$ cat config.mk
export PLATFORM = sky130hd
export DESIGN_NAME = lif_node_param
export DESIGN_NICKNAME = d
export VERILOG_FILES = /design/src/rtl/lif_pkg.sv /design/src/rtl/lif_cfg_regs.sv /design/src/rtl/lif_node_param.sv
export SDC_FILE = /design/constraint.sdc
export NUM_CORES = 1
export LEC_CHECK = 0
export CAP_MARGIN = 20
export CORE_AREA = 3 3 61 105
export DETAILED_ROUTE_END_ITERATION = 8
export DIE_AREA = 0 0 64 108
export HOLD_SLACK_MARGIN = 0.05
export PLACE_DENSITY_LB_ADDON = 0.12
export SETUP_SLACK_MARGIN = 0.1
export SYNTH_ARGS = -nofsm -noshare
export SYNTH_HDL_FRONTEND = slang
export SYNTH_SLANG_ARGS = --single-unit
$ cat constraint.sdc
create_clock -name clk -period 3.9 [get_ports clk]
set_input_delay 0.585 -clock clk [delete_from_list [all_inputs] [get_ports clk]]
set_output_delay 0.585 -clock clk [all_outputs]
set_load 0.01 [all_outputs]
$ cat src/rtl/lif_pkg.sv
// Shared constants for the leaky integrate-and-fire node: config register
// addresses and the post-spike reset modes.
package lif_pkg;

  localparam logic [1:0] CFG_THRESH = 2'd0;
  localparam logic [1:0] CFG_REFRAC = 2'd1;
  localparam logic [1:0] CFG_MODE   = 2'd2;
  localparam logic [1:0] CFG_CLRSAT = 2'd3;

  typedef enum logic {
    RESET_ZERO = 1'b0,
    RESET_SUB  = 1'b1
  } lif_mode_e;

endpackage

$ cat src/rtl/lif_cfg_regs.sv
// Runtime configuration for one neuron node: threshold, refractory length and
// reset mode, plus a single-cycle pulse requesting that the saturation flag be cleared.
module lif_cfg_regs
  import lif_pkg::*;
#(
  parameter int WIDTH      = 8,
  parameter int REFRAC_W   = 4,
  parameter int THRESH_RST = 32,
  parameter int REFRAC_RST = 0
) (
  input  logic                clk,
  input  logic                rst_n,
  input  logic                cfg_we,
  input  logic [1:0]          cfg_addr,
  input  logic [WIDTH-1:0]    cfg_wdata,
  output logic [WIDTH-1:0]    o_thresh,
  output logic [REFRAC_W-1:0] o_refrac_len,
  output lif_mode_e           o_mode,
  output logic                o_clr_sat
);

  logic [WIDTH-1:0]    r_thresh;
  logic [REFRAC_W-1:0] r_refrac_len;
  lif_mode_e           r_mode;

  always_ff @(posedge clk or negedge rst_n) begin
    if (!rst_n) begin
      r_thresh     <= WIDTH'(THRESH_RST);
      r_refrac_len <= REFRAC_W'(REFRAC_RST);
      r_mode       <= RESET_ZERO;
    end else if (cfg_we) begin
      case (cfg_addr)
        CFG_THRESH: r_thresh     <= cfg_wdata;
        CFG_REFRAC: r_refrac_len <= cfg_wdata[REFRAC_W-1:0];
        CFG_MODE:   r_mode       <= lif_mode_e'(cfg_wdata[0]);
        default:    ;
      endcase
    end
  end

  assign o_thresh     = r_thresh;
  assign o_refrac_len = r_refrac_len;
  assign o_mode       = r_mode;
  assign o_clr_sat    = cfg_we && (cfg_addr == CFG_CLRSAT);

endmodule

$ cat src/rtl/lif_node_param.sv
// Parametrised leaky integrate-and-fire node: leaky saturating integration,
// threshold compare on the freshly computed potential, and a refractory hold-off.
module lif_node_param
  import lif_pkg::*;
#(
  parameter int WIDTH      = 8,
  parameter int LEAK_SHIFT = 1,
  parameter int REFRAC_W   = 4,
  parameter int THRESH_RST = 32,
  parameter int REFRAC_RST = 0
) (
  input  logic             clk,
  input  logic             rst_n,
  input  logic             en,
  input  logic [WIDTH-1:0] current,
  input  logic             cfg_we,
  input  logic [1:0]       cfg_addr,
  input  logic [WIDTH-1:0] cfg_wdata,
  output logic [WIDTH-1:0] state_o,
  output logic             spike,
  output logic             refrac,
  output logic             sat
);

  logic [WIDTH-1:0]    w_thresh;
  logic [REFRAC_W-1:0] w_refrac_len;
  lif_mode_e           w_mode;
  logic                w_clr_sat;

  logic [WIDTH-1:0]    r_state;
  logic [REFRAC_W-1:0] r_cnt;
  logic                r_spike;
  logic                r_sat;

  logic [WIDTH:0]      w_sum;
  logic                w_ovf;
  logic [WIDTH-1:0]    w_nxt;
  logic                w_fire;
  logic                w_integrate;

  lif_cfg_regs #(
    .WIDTH      (WIDTH),
    .REFRAC_W   (REFRAC_W),
    .THRESH_RST (THRESH_RST),
    .REFRAC_RST (REFRAC_RST)
  ) u_cfg (
    .clk          (clk),
    .rst_n        (rst_n),
    .cfg_we       (cfg_we),
    .cfg_addr     (cfg_addr),
    .cfg_wdata    (cfg_wdata),
    .o_thresh     (w_thresh),
    .o_refrac_len (w_refrac_len),
    .o_mode       (w_mode),
    .o_clr_sat    (w_clr_sat)
  );

  // One extra bit catches the carry that drives saturation.
  assign w_sum       = (WIDTH+1)'(current) + (WIDTH+1)'(r_state >> LEAK_SHIFT);
  assign w_ovf       = w_sum[WIDTH];
  assign w_nxt       = w_ovf ? '1 : w_sum[WIDTH-1:0];
  assign w_fire      = (w_nxt >= w_thresh);
  assign w_integrate = en && (r_cnt == '0);

  always_ff @(posedge clk or negedge rst_n) begin
    if (!rst_n) begin
      r_state <= '0;
      r_cnt   <= '0;
      r_spike <= 1'b0;
    end else begin
      r_spike <= 1'b0;
      if (en) begin
        if (r_cnt != '0) begin
          r_state <= '0;
          r_cnt   <= r_cnt - 1'b1;
        end else if (w_fire) begin
          r_spike <= 1'b1;
          r_cnt   <= w_refrac_len;
          // nxt >= thresh here, so the subtraction cannot wrap.
          r_state <= (w_mode == RESET_SUB) ? (w_nxt - w_thresh) : '0;
        end else begin
          r_state <= w_nxt;
        end
      end
    end
  end

  // A saturation in the same cycle as a clear request keeps the flag set.
  always_ff @(posedge clk or negedge rst_n) begin
    if (!rst_n) begin
      r_sat <= 1'b0;
    end else if (w_integrate && w_ovf) begin
      r_sat <= 1'b1;
    end else if (w_clr_sat) begin
      r_sat <= 1'b0;
    end
  end

  assign state_o = r_state;
  assign spike   = r_spike;
  assign refrac  = (r_cnt != '0);
  assign sat     = r_sat;

endmodule

==> results.py <==
metrics = {
    "run_status": {
        "status": "completed",
    },
    "sta": {
        "worstMarginPinSlew_ns": 0.531,
        "drv_slew": 0,
        "period_share": 0.932,
        "hold_viol": 0,
        "hold-worst-slack_ns": 0.490,
        "period_minus_slack_ns": 3.64,
        "slew_headroom": 0.645,
        "fin_skew_ns": 0.00382,
        "rsz0062_at_grt": "no",
        "setup_viol": 0,
        "max_freq_mhz": 275,
    },
    "drt": {
        "vias": 1738,
        "firstDrtPassIters": 4,
        "drc": 0,
        "initialDrtViolationCount": 39,
        "viasPerCell": 4.94,
        "routedWlPerCell_um": 14.5,
        "final_antenna_net_count": 0,
        "wl_um": 5120,
    },
    "floorplanning": {
        "io_pins": 33,
        "core_um2": 5630,
        "die_w_um": 64,
        "start_util": 0.342,
        "die_y_um": 108,
        "dieArea_um2": 6910,
        "rows": 36,
    },
    "placement": {
        "dp.cells": 340,
        "port-buffer-count": 32,
        "gp_congestion": 0.771,
        "dp_hpwl_um": 4090,
    },
    "global_routing": {
        "grt_max_degree": 28,
        "gr-total-overflow": 0,
        "use_met3": 0.0198,
        "antenna_found_initial": 0,
        "track_usage": 0.156,
        "top_usage_layer": "met2",
        "grtUsageMet2": 0.298,
        "grt_first_pass_wirelength_um": 8340,
        "grtUsageMet1": 0.172,
        "grt_pass1_vias": 1747,
    },
    "logic_synthesis": {
        "yosysTopAreaCellShare": 0.338,
        "netlist_area_um2": 1930,
        "ys_seq_elements": 27,
        "synth_edf_count": 0,
        "synth_nets": 244,
        "synth_warnings": 0,
        "ys.flop_type": "dfrtp_1",
        "synthTopCellsByArea": "dfrtp_1 (34%), ha_1 (11%), o21ai_0 (3.9%), inv_1 (3.5%), mux2_2 (3.5%)",
        "synthCells": 203,
        "syn_area_per_cell_um2": 9.49,
        "yosysUniqueCellTypes": 52,
        "ys_seq_area_frac": 0.352,
        "ys_async_sr_fraction": 1.00,
        "yosysTopAreaCell": "dfrtp_1",
    },
    "clock_tree": {
        "ctsHtreeMaxLevel": 1,
        "cts_buffers": 3,
        "clock_latency_ns": 0.28,
        "cts_root_buf": "clkbuf_8",
        "clockBufferDepth": 2,
        "tritoncts": "done",
        "clock-sinks": 27,
        "clkTransAtPathRegs_ns": 0.10,
    },
    "layout": {
        "final_layout_size_suffix_gt1_frac": 0.286,
        "diodes": 0,
        "instances_no_fill": 352,
        "final_core_util": 0.490,
        "fillerInstances": 553,
        "syn2layout_area_growth_pct": 43.3,
        "nNetsFinal": 318,
    },
    "worst_setup_path": {
        "endpoint_kind": "flip-flop",
        "required_ns": 4.07,
        "cp-start-kind": "input pin",
        "crit_fanout": 6,
        "critPathKind": "input pin to flip-flop",
        "crit_arrival_ns": 3.80,
    },
    "job": {
        "drv_cap": 0,
    },
    "power": {
        "ir_worst_vdd_mv": 0.299,
        "leakagePower_uw": 0.00124,
        "power.density_nw_per_um2": 594,
    },
    "hold_path": {
        "hold_class": "flip-flop to flip-flop",
    },
}
## final cells by class
| type | instances | area, um2 | share of cell area |
|---|---|---|---|
| Timing Repair Buffer | 73 | 638 | 0.231 |
| Tap cell | 76 | 95.1 | 0.0345 |
| Sequential cell | 27 | 677 | 0.245 |
| Clock inverter | 1 | 7.51 | 0.00272 |
| Multi-Input combinational cell | 154 | 1230 | 0.447 |
| Clock buffer | 3 | 41.3 | 0.0150 |
| Inverter | 18 | 67.6 | 0.0245 |
## cell usage in the layout (no fill, tap or decap), types with 4 or more instances in the layout
cell type / count
buf_4: 39
inv_1: 18
nand2b_1: 4
a21oi_1: 6
nor2_1: 11
nand2_1: 16
dfrtp_1: 26
ha_1: 14
a21o_1: 5
xnor2_1: 6
o21ai_0: 14
clkdlybuf4s50_1: 31
mux2_2: 6
o22ai_1: 4
## repair_timing
| item | 4_1_cts | 5_1_grt |
|---|---|---|
| hold buffers | 0 | 0 |
| hold endpoints to repair | 0 | 0 |
| endpoints found under the setup margin | 12 | 12 |
| resized for setup | 9 | 11 |
| buffers inserted | 1 | 7 |
| gates cloned | 0 | 0 |
| pin swaps | 1 | 15 |
## Yosys cell counts (all sizes together) (4+ instances only)
master  instances
dfrtp          26
nor2b           4
xnor2           6
clkbuf          4
a21o            6
a21oi           9
ha             17
inv            18
nand2b          4
nand2          18
mux2            6
o22ai           5
nor2           12
a211oi          4
o21ai          16
## critical path, stage by stage
cell and delay, ns:
clkdlybuf4s50_1 0.51, ha_1 0.26, a211oi_2 0.23, o21bai_1 0.13
a2111o_1 0.43, a211oi_2 0.30, ha_1 0.30, buf_4 0.14
buf_4 0.14, a211o_4 0.36, nand2_4 0.10, nor2_1 0.05
a311o_1 0.27
## path summary, 6_finish.rpt
path | slack [ns] | from | end | cells after the start
max in group asynchronous | 2.92 | rst_n | u_cfg.o_thresh[5] | 2
min in group asynchronous | 0.67 | rst_n | u_cfg.o_refrac_len[1] | 2
hold reg to reg | 0.49 | sat | sat | 2
setup reg to reg | 0.45 | state_o[1] | state_o[7] | 15
hold / removal | 0.49 | sat | sat | 2
setup / recovery | 0.26 | current[1] | state_o[7] | 13
## flip-flops by register name (all words and copies together), names as in the netlist
name,flops
r_cnt,4
u_cfg.o_refrac_len,4
spike,1
sat,1
state_o,8
u_cfg.o_mode,1
u_cfg.o_thresh,8
## metal layers
layer  up-vias  wire [um]
met2        33       2820
met5         -          0
li1        884          -
met4         0        106
met1       814       2040
met3         7        148
## kinds of logic after synthesis
kind of cell / after synthesis / share of synthesized area
compound gates: 63 / 0.242
simple gates: 57 / 0.157
flops: 27 / 0.352
buf+inv: 22 / 0.0429
fa+ha+maj: 19 / 0.131
xor+xnor: 9 / 0.0409
mux: 6 / 0.0351
## where the power goes
group	leakage [uW]	internal (uW)	switching, uW
Combinational	0.000882	583	498
Sequential	0.000341	343	47.1
Clock	0.0000217	72.7	95.8
## stage by stage
stage / power (uW) / cell area (um2) / TNS, ns / worst slack (ns)
3_5_place_dp: 1370 / 2570 / -3.75 / -0.375
4_1_cts: 1590 / 2670 / 0 / 0.0897
6_report: 1640 / 2760 / 0 / 0.265
5_1_grt: 1800 / 2760 / 0 / 0.0883
3_3_place_gp: 1360 / 2570 / -2.91 / -0.324
2_1_floorplan: 974 / 1930 / 0 / 0.166
(Power assumes the default switching activity.)
